$ cat src/rtl/snake_motion_if.sv
// Bundles the command inputs, status outputs and renderer read port of snake_motion.
// The game logic uses the slave modport; whoever drives commands uses master.
interface snake_motion_if #(
  parameter int GRID_W  = 32,
  parameter int GRID_H  = 24,
  parameter int MAX_LEN = 16
);
  localparam int XW = $clog2(GRID_W);
  localparam int YW = $clog2(GRID_H);
  localparam int LW = $clog2(MAX_LEN + 1);
  localparam int IW = $clog2(MAX_LEN);

  logic [2:0]    direction;
  logic [1:0]    mode;
  logic          pause;
  logic          rst1;
  logic          grow;
  logic [XW-1:0] head_x;
  logic [YW-1:0] head_y;
  logic [LW-1:0] len;
  logic          step_pulse;
  logic          game_over;
  logic [IW-1:0] rd_idx;
  logic [XW-1:0] rd_x;
  logic [YW-1:0] rd_y;
  logic          rd_valid;

  modport master (
    output direction, mode, pause, rst1, grow, rd_idx,
    input  head_x, head_y, len, step_pulse, game_over, rd_x, rd_y, rd_valid
  );

  modport slave (
    input  direction, mode, pause, rst1, grow, rd_idx,
    output head_x, head_y, len, step_pulse, game_over, rd_x, rd_y, rd_valid
  );
endinterface

$ cat src/rtl/snake_motion.sv
// Snake game motion engine: steps the snake on a grid at a mode-selected rate,
// tracks body segments and growth, and flags wall/self collisions.
module snake_motion #(
  parameter int GRID_W    = 32,
  parameter int GRID_H    = 24,
  parameter int MAX_LEN   = 16,
  parameter int START_X   = 8,
  parameter int START_Y   = 12,
  parameter int START_LEN = 3,
  parameter int PERIOD0   = 12_500_000,
  parameter int PERIOD1   = 8_333_333,
  parameter int PERIOD2   = 6_250_000,
  parameter int PERIOD3   = 4_166_666
) (
  input  logic         sys_clk,
  input  logic         sys_rst,
  snake_motion_if.slave bus
);
  localparam int XW     = $clog2(GRID_W);
  localparam int YW     = $clog2(GRID_H);
  localparam int LW     = $clog2(MAX_LEN + 1);
  localparam int PMAX01 = (PERIOD0 > PERIOD1) ? PERIOD0 : PERIOD1;
  localparam int PMAX23 = (PERIOD2 > PERIOD3) ? PERIOD2 : PERIOD3;
  localparam int PMAX   = (PMAX01 > PMAX23) ? PMAX01 : PMAX23;
  localparam int CW     = $clog2(PMAX + 1);

  localparam logic [2:0] DIR_UP    = 3'd1;
  localparam logic [2:0] DIR_LEFT  = 3'd2;
  localparam logic [2:0] DIR_DOWN  = 3'd3;
  localparam logic [2:0] DIR_RIGHT = 3'd4;

  typedef enum logic [1:0] {IDLE, RUN, OVER} state_t;

  state_t        state_q, state_d;
  logic [CW-1:0] cnt_q, cnt_d;
  logic [2:0]    heading_q, heading_d;
  logic          grow_pend_q, grow_pend_d;
  logic          step_pulse_q, step_pulse_d;
  logic          game_over_q, game_over_d;
  logic [LW-1:0] len_q, len_d;
  logic [XW-1:0] seg_x_q [MAX_LEN];
  logic [XW-1:0] seg_x_d [MAX_LEN];
  logic [YW-1:0] seg_y_q [MAX_LEN];
  logic [YW-1:0] seg_y_d [MAX_LEN];

  logic [CW-1:0]      period_m1;
  logic [2:0]         new_heading;
  logic [2:0]         opposite;
  logic [XW-1:0]      next_x;
  logic [YW-1:0]      next_y;
  logic               wall_hit;
  logic               self_hit;
  logic [LW-1:0]      self_lim;
  logic [MAX_LEN-1:0] seg_hit;

  // Starting body: a horizontal line trailing left of the head, unused slots zero.
  function automatic logic [XW-1:0] init_x(input int i);
    return (i < START_LEN) ? XW'(START_X - i) : '0;
  endfunction

  function automatic logic [YW-1:0] init_y(input int i);
    return (i < START_LEN) ? YW'(START_Y) : '0;
  endfunction

  // Step period (minus one) for the currently selected speed mode.
  always_comb begin
    case (bus.mode)
      2'd0:    period_m1 = CW'(PERIOD0 - 1);
      2'd1:    period_m1 = CW'(PERIOD1 - 1);
      2'd2:    period_m1 = CW'(PERIOD2 - 1);
      default: period_m1 = CW'(PERIOD3 - 1);
    endcase
  end

  // Accept a new heading only for valid codes that do not reverse onto the neck.
  always_comb begin
    case (heading_q)
      DIR_UP:    opposite = DIR_DOWN;
      DIR_DOWN:  opposite = DIR_UP;
      DIR_LEFT:  opposite = DIR_RIGHT;
      default:   opposite = DIR_LEFT;
    endcase
    new_heading = heading_q;
    if (bus.direction >= DIR_UP && bus.direction <= DIR_RIGHT && bus.direction != opposite)
      new_heading = bus.direction;
  end

  // Candidate head position and wall check; no wrap-around at the edges.
  always_comb begin
    next_x   = seg_x_q[0];
    next_y   = seg_y_q[0];
    wall_hit = 1'b0;
    case (new_heading)
      DIR_UP:   if (seg_y_q[0] == '0) wall_hit = 1'b1; else next_y = seg_y_q[0] - 1'b1;
      DIR_DOWN: if (seg_y_q[0] == YW'(GRID_H - 1)) wall_hit = 1'b1; else next_y = seg_y_q[0] + 1'b1;
      DIR_LEFT: if (seg_x_q[0] == '0) wall_hit = 1'b1; else next_x = seg_x_q[0] - 1'b1;
      default:  if (seg_x_q[0] == XW'(GRID_W - 1)) wall_hit = 1'b1; else next_x = seg_x_q[0] + 1'b1;
    endcase
  end

  // The tail vacates its cell on a normal step, so it is excluded unless the snake grows.
  assign self_lim = (grow_pend_q && len_q < LW'(MAX_LEN)) ? len_q : len_q - 1'b1;

  generate
    for (genvar gi = 0; gi < MAX_LEN; gi++) begin : g_hit
      assign seg_hit[gi] = (LW'(gi) < self_lim) && (seg_x_q[gi] == next_x) && (seg_y_q[gi] == next_y);
    end
  endgenerate

  assign self_hit = |seg_hit;

  // Next-state logic: restart, idle/run/over sequencing, step and growth handling.
  always_comb begin
    state_d      = state_q;
    cnt_d        = cnt_q;
    heading_d    = heading_q;
    grow_pend_d  = grow_pend_q;
    step_pulse_d = 1'b0;
    game_over_d  = game_over_q;
    len_d        = len_q;
    for (int i = 0; i < MAX_LEN; i++) begin
      seg_x_d[i] = seg_x_q[i];
      seg_y_d[i] = seg_y_q[i];
    end

    if (!bus.rst1) begin
      state_d     = IDLE;
      cnt_d       = '0;
      heading_d   = DIR_RIGHT;
      grow_pend_d = 1'b0;
      game_over_d = 1'b0;
      len_d       = LW'(START_LEN);
      for (int i = 0; i < MAX_LEN; i++) begin
        seg_x_d[i] = init_x(i);
        seg_y_d[i] = init_y(i);
      end
    end else begin
      case (state_q)
        IDLE: begin
          if (bus.grow) grow_pend_d = 1'b1;
          if (!bus.pause) state_d = RUN;
        end
        RUN: begin
          if (bus.grow) grow_pend_d = 1'b1;
          if (bus.pause) begin
            state_d = IDLE;
          end else if (cnt_q >= period_m1) begin
            cnt_d     = '0;
            heading_d = new_heading;
            if (wall_hit || self_hit) begin
              state_d     = OVER;
              game_over_d = 1'b1;
            end else begin
              for (int i = 1; i < MAX_LEN; i++) begin
                seg_x_d[i] = seg_x_q[i-1];
                seg_y_d[i] = seg_y_q[i-1];
              end
              seg_x_d[0]   = next_x;
              seg_y_d[0]   = next_y;
              step_pulse_d = 1'b1;
              if (grow_pend_q && len_q < LW'(MAX_LEN)) len_d = len_q + 1'b1;
              // A grow arriving on the step cycle is kept for the following step.
              grow_pend_d = bus.grow;
            end
          end else begin
            cnt_d = cnt_q + 1'b1;
          end
        end
        default: ;
      endcase
    end
  end

  // State registers with asynchronous game initialisation.
  always_ff @(posedge sys_clk or posedge sys_rst) begin
    if (sys_rst) begin
      state_q      <= IDLE;
      cnt_q        <= '0;
      heading_q    <= DIR_RIGHT;
      grow_pend_q  <= 1'b0;
      step_pulse_q <= 1'b0;
      game_over_q  <= 1'b0;
      len_q        <= LW'(START_LEN);
      for (int i = 0; i < MAX_LEN; i++) begin
        seg_x_q[i] <= init_x(i);
        seg_y_q[i] <= init_y(i);
      end
    end else begin
      state_q      <= state_d;
      cnt_q        <= cnt_d;
      heading_q    <= heading_d;
      grow_pend_q  <= grow_pend_d;
      step_pulse_q <= step_pulse_d;
      game_over_q  <= game_over_d;
      len_q        <= len_d;
      for (int i = 0; i < MAX_LEN; i++) begin
        seg_x_q[i] <= seg_x_d[i];
        seg_y_q[i] <= seg_y_d[i];
      end
    end
  end

  assign bus.head_x     = seg_x_q[0];
  assign bus.head_y     = seg_y_q[0];
  assign bus.len        = len_q;
  assign bus.step_pulse = step_pulse_q;
  assign bus.game_over  = game_over_q;
  assign bus.rd_x       = seg_x_q[bus.rd_idx];
  assign bus.rd_y       = seg_y_q[bus.rd_idx];
  assign bus.rd_valid   = LW'(bus.rd_idx) < len_q;
endmodule
$ cat src/flat_wrapper.sv
// flat-port wrapper written by rule: the top's interface ports become plain ports
module snake_motion_flat 
#(
  parameter int GRID_W    = 32,
  parameter int GRID_H    = 24,
  parameter int MAX_LEN   = 16,
  parameter int START_X   = 8,
  parameter int START_Y   = 12,
  parameter int START_LEN = 3,
  parameter int PERIOD0   = 12_500_000,
  parameter int PERIOD1   = 8_333_333,
  parameter int PERIOD2   = 6_250_000,
  parameter int PERIOD3   = 4_166_666
)
  (sys_clk, sys_rst, bus_direction, bus_mode, bus_pause, bus_rst1, bus_grow, bus_rd_idx, bus_head_x, bus_head_y, bus_len, bus_step_pulse, bus_game_over, bus_rd_x, bus_rd_y, bus_rd_valid);
  snake_motion_if #(.GRID_W(GRID_W), .GRID_H(GRID_H), .MAX_LEN(MAX_LEN)) bus_i ();
  input  logic sys_clk;
  input  logic sys_rst;
  input wire logic [$bits(bus_i.direction)-1:0] bus_direction;
  input wire logic [$bits(bus_i.mode)-1:0] bus_mode;
  input wire logic [$bits(bus_i.pause)-1:0] bus_pause;
  input wire logic [$bits(bus_i.rst1)-1:0] bus_rst1;
  input wire logic [$bits(bus_i.grow)-1:0] bus_grow;
  input wire logic [$bits(bus_i.rd_idx)-1:0] bus_rd_idx;
  output wire logic [$bits(bus_i.head_x)-1:0] bus_head_x;
  output wire logic [$bits(bus_i.head_y)-1:0] bus_head_y;
  output wire logic [$bits(bus_i.len)-1:0] bus_len;
  output wire logic [$bits(bus_i.step_pulse)-1:0] bus_step_pulse;
  output wire logic [$bits(bus_i.game_over)-1:0] bus_game_over;
  output wire logic [$bits(bus_i.rd_x)-1:0] bus_rd_x;
  output wire logic [$bits(bus_i.rd_y)-1:0] bus_rd_y;
  output wire logic [$bits(bus_i.rd_valid)-1:0] bus_rd_valid;
  assign bus_i.direction = bus_direction;
  assign bus_i.mode = bus_mode;
  assign bus_i.pause = bus_pause;
  assign bus_i.rst1 = bus_rst1;
  assign bus_i.grow = bus_grow;
  assign bus_i.rd_idx = bus_rd_idx;
  assign bus_head_x = bus_i.head_x;
  assign bus_head_y = bus_i.head_y;
  assign bus_len = bus_i.len;
  assign bus_step_pulse = bus_i.step_pulse;
  assign bus_game_over = bus_i.game_over;
  assign bus_rd_x = bus_i.rd_x;
  assign bus_rd_y = bus_i.rd_y;
  assign bus_rd_valid = bus_i.rd_valid;
  snake_motion #(.GRID_W(GRID_W), .GRID_H(GRID_H), .MAX_LEN(MAX_LEN), .START_X(START_X), .START_Y(START_Y), .START_LEN(START_LEN), .PERIOD0(PERIOD0), .PERIOD1(PERIOD1), .PERIOD2(PERIOD2), .PERIOD3(PERIOD3)) u_core (.sys_clk(sys_clk), .sys_rst(sys_rst), .bus(bus_i));
endmodule
$ cat config.mk
export PLATFORM = sky130hd
export DESIGN_NAME = snake_motion_flat
export DESIGN_NICKNAME = d
export VERILOG_FILES = /design/src/rtl/snake_motion_if.sv /design/src/rtl/snake_motion.sv /design/src/flat_wrapper.sv
export SDC_FILE = /design/constraint.sdc
export NUM_CORES = 1
export LEC_CHECK = 0
export BUFFER_PORTS_ARGS = -buffer_cell sky130_fd_sc_hd__buf_2
export CELL_PAD_IN_SITES_DETAIL_PLACEMENT = 1
export CELL_PAD_IN_SITES_GLOBAL_PLACEMENT = 1
export CORE_MARGIN = 2
export CORE_UTILIZATION = 30
export CTS_CLUSTER_DIAMETER = 200
export DETAILED_ROUTE_END_ITERATION = 16
export PLACE_DENSITY_LB_ADDON = 0.1
export SLEW_MARGIN = 10
export SYNTH_ARGS = -nofsm -noshare
export SYNTH_HDL_FRONTEND = slang
export SYNTH_SLANG_ARGS = --single-unit
$ cat constraint.sdc
create_clock -name sys_clk -period 7.4 [get_ports sys_clk]
set_input_delay 1.48 -clock sys_clk [delete_from_list [all_inputs] [get_ports sys_clk]]
set_output_delay 1.48 -clock sys_clk [all_outputs]
set_load 0.005 [all_outputs]
==> reports/results.txt <==
Overall power consumption = 0.002299 W
Top-Level Pins = 42
PD cells = 145.4 mW/mm^2
Largest net degree at the start of global routing = 113
Post-CTS Hold Buffers = 0
Post-DP HPWL = 38830 um
RR Endpoint = u_core.state_q[0]
Slew HR = 24.05%
Initial antenna violation count = 1
Die Span Y = 224.8 um
WP data arrival = 6.27 ns
Worst-Margin Slew = 1.134 ns
DRT antenna net count = 0
WL final = 59780 um
Status = completed
N_diodes = 0
Hold Path Class = reg2reg
Fmax = 168.7 MHz
Final hold vios = 0
Synth-to-Final Area Change = 8.182%
Crit path to = u_core.state_q[0]
Die ar. = 0.05051 sq mm
Max Cap Violations = 0
Clock transition at path regs = 0.08 ns
Commonest cells post-synth = dfrtp_1, a21oi_1, nand4_1
Later-pin clock latency in the skew report = 0.51 ns
Share of the synthesized area in the top cell type = 31.15%
GPL Wtd Cong = 0.8282
CTS tree = yes
Max FO, Critical Path = 58
Most frequent CP cell = a2111oi_0
CTS root buf = clkbuf_16
Primary FF master, synth = dfrtp_1
Setup TNS = 0 ns
Largest cells by area after synthesis = dfrtp_1, mux4_2, o31ai_1
Router iterations before antenna repair = 7
Cell family with most CP delay = compound AO/OA/AOI/OAI gates
Critical Path, Cell by Cell = buf_2, or4b_1, o211a_1, a311oi_1, a311oi_4, xnor2_1, a2111oi_0, nor3b_1, nand4b_1, nor4_2, buf_4, a2111oi_0, a2111oi_0
Clk sink count = 197
CP endpoint kind = flop
First-pass GRT wire length = 91070 um
Final Net Count = 1546
WP data required = 7.74 ns
Clock buffer depth = 2
Number of cells on the critical path = 13
Most frequent cell after synthesis = dfrtp_1
Final setup skew = 0.01206 ns
Bufs and invs on worst path = 2
Synth warnings = 0
Startpoint types = primary input
Final Max Slew Viols = 0
Setup-failing EPs final = 0
Via density = 6.286
Tmin final = 5.928 ns
Async set-or-reset flop fraction in the synthesized netlist = 100.0%
Syn_area_per_cell = 9.253 sq um
Sequential area share after synthesis = 33.85%
Congestion Overflow GR = 0
Slowest library cell on the worst path = a2111oi_0
Post-synth EDFFs = 0
Die width = 224.8 um
Iteration-0 DRC Markers = 1175
CP max stage delay = 0.82 ns
Post-CTS Repair Setup Buffers = 0
GRT Util Overall = 23.93%
Yosys reg bits = 197
H-tree depth = 4
Cell Area, Synth = 0.01462 sq mm
Post_cts resized = 0
Vias in the first global route = 13680
Worst-case vdd ir drop = 0.00009978 V
Crit path launch = bus_direction[1]
Cells after synthesis = 1580
Initial Util = 30.49%
RSZ-0062 raised after global routing = false
Worst reg-to-reg path cell count = 12
Netlist cell types = 80
R2R Setup Slk = 1.98 ns
Wire length per cell = 28.06 um
Ratio of cells with drive above 1 in the final layout = 13.80%
Leak pwr = 5.909 nW
Post-route DRC = 0
Fin crit share = 80.11%
Syn nets = 1624
Via count = 13390
Core Rows = 80
CP Class = in2reg
Core area = 0.04795 sq mm
IO Port Bufs = 41
Total CTS buffers = 17
Largest area contributor in the synthesized netlist = dfrtp_1
Reg-to-Reg Start = u_core.heading_q[2]
-- worst min-delay path by stage --
stage | startpoint | end | slack, ns | cells after the start
2_1_floorplan | u_core.cnt_q[23] | u_core.cnt_q[23] | 0.45 | 1
3_3_place_gp | u_core.bus.game_over | u_core.bus.game_over | 0.46 | 2
3_5_place_dp | u_core.bus.game_over | u_core.bus.game_over | 0.47 | 2
4_1_cts | u_core.bus.game_over | u_core.bus.game_over | 0.49 | 2
5_1_grt | u_core.bus.game_over | u_core.bus.game_over | 0.53 | 2
6_report | u_core.bus.game_over | u_core.bus.game_over | 0.49 | 2
-- layout make-up --
cell class / count / area [sq um]
Inverter: 31 / 128.9
Timing Repair Buffer: 85 / 650.6
Sequential cell: 197 / 4949
Multi-Input combinational cell: 1170 / 8760
Tap cell: 615 / 769.5
Clock inverter: 15 / 132.6
Clock buffer: 17 / 425.4
Fill cell: 5474 / 32130
-- worst min-delay path, cell delays in order (launching register included) --
cell	delay [ns]
dfrtp_1	0.35
nand2_1	0.05
o31ai_1	0.05
-- registers in the layout, summed over array words and instances, names as in the netlist --
register	cells
u_core.bus.len	5
u_core.bus.head_x	5
u_core.cnt_q	24
u_core.state_q	2
u_core.seg_y_q	75
u_core.seg_x_q	75
u_core.bus.head_y	5
u_core.bus.game_over	1
u_core.bus.step_pulse	1
u_core.grow_pend_q	1
u_core.heading_q	3
-- layer usage --
metal / wire length, um / share of wire [%] / GRT usage, % / up-vias
met1: 28170 / 47 / 33.94 / 7039
met4: 1757 / 2.9 / 8.716 / 0
met3: 2276 / 3.8 / 3.201 / 71
met2: 27570 / 46 / 37.19 / 350
met5: 0 / 0 / 0 / -
li1: - / - / - / 5930
-- per-stage QoR --
step | instance area, sq um | hold slack, ns | instances | utilization, % | setup slack [ns]
floorplan | 14620 | 0.4518 | 1580 | - | 0.5759
global placement | 15260 | 0.4638 | 2098 | 31.82 | 1.009
detailed placement | 15260 | 0.4709 | 2098 | 31.82 | 0.9320
CTS | 15820 | 0.4921 | 2130 | 32.99 | 1.490
global route | 15820 | 0.5300 | 2130 | 32.99 | 0.9939
finish | 15820 | 0.4861 | 2130 | 32.99 | 1.472
-- power breakdown --
part           switching [W]  internal [W]
Sequential        0.00000139       0.00108
Combinational       0.000188     0.0000700
Clock               0.000499      0.000464
-- cells by family (layout without fill, tap and decap cells) --
| group | count (synthesis) | in the layout | synth area share [%] |
|---|---|---|---|
| simple gates | 434 | 434 | 16.60 |
| flops | 197 | 197 | 33.85 |
| buf+inv | 213 | 148 | 6.582 |
| mux | 59 | 59 | 8.336 |
| compound gates | 501 | 501 | 22.89 |
| fa+ha+maj | 30 | 30 | 2.568 |
| xor+xnor | 146 | 146 | 9.175 |
-- cell usage in the layout (no fill, tap or decap), types with 10 or more instances in the layout --
cell       count
ha_1          30
nand2b_1      17
buf_4         36
a211oi_1      11
buf_2         40
nor4_1        20
dfrtp_1      182
xor2_1        52
clkbuf_16     17
nor3_1        18
dfstp_2       15
o31ai_1      148
a2111oi_0     14
and3_1        12
inv_1         27
nor2b_1       10
a31oi_1       24
nand3_1       33
nand2_1       58
nand4_1      163
mux4_2        50
xnor2_1       89
a21o_1        11
a21oi_1      168
or3_1         10
o21ai_0       48
nor2_1        54
(Power assumes the default switching activity.)
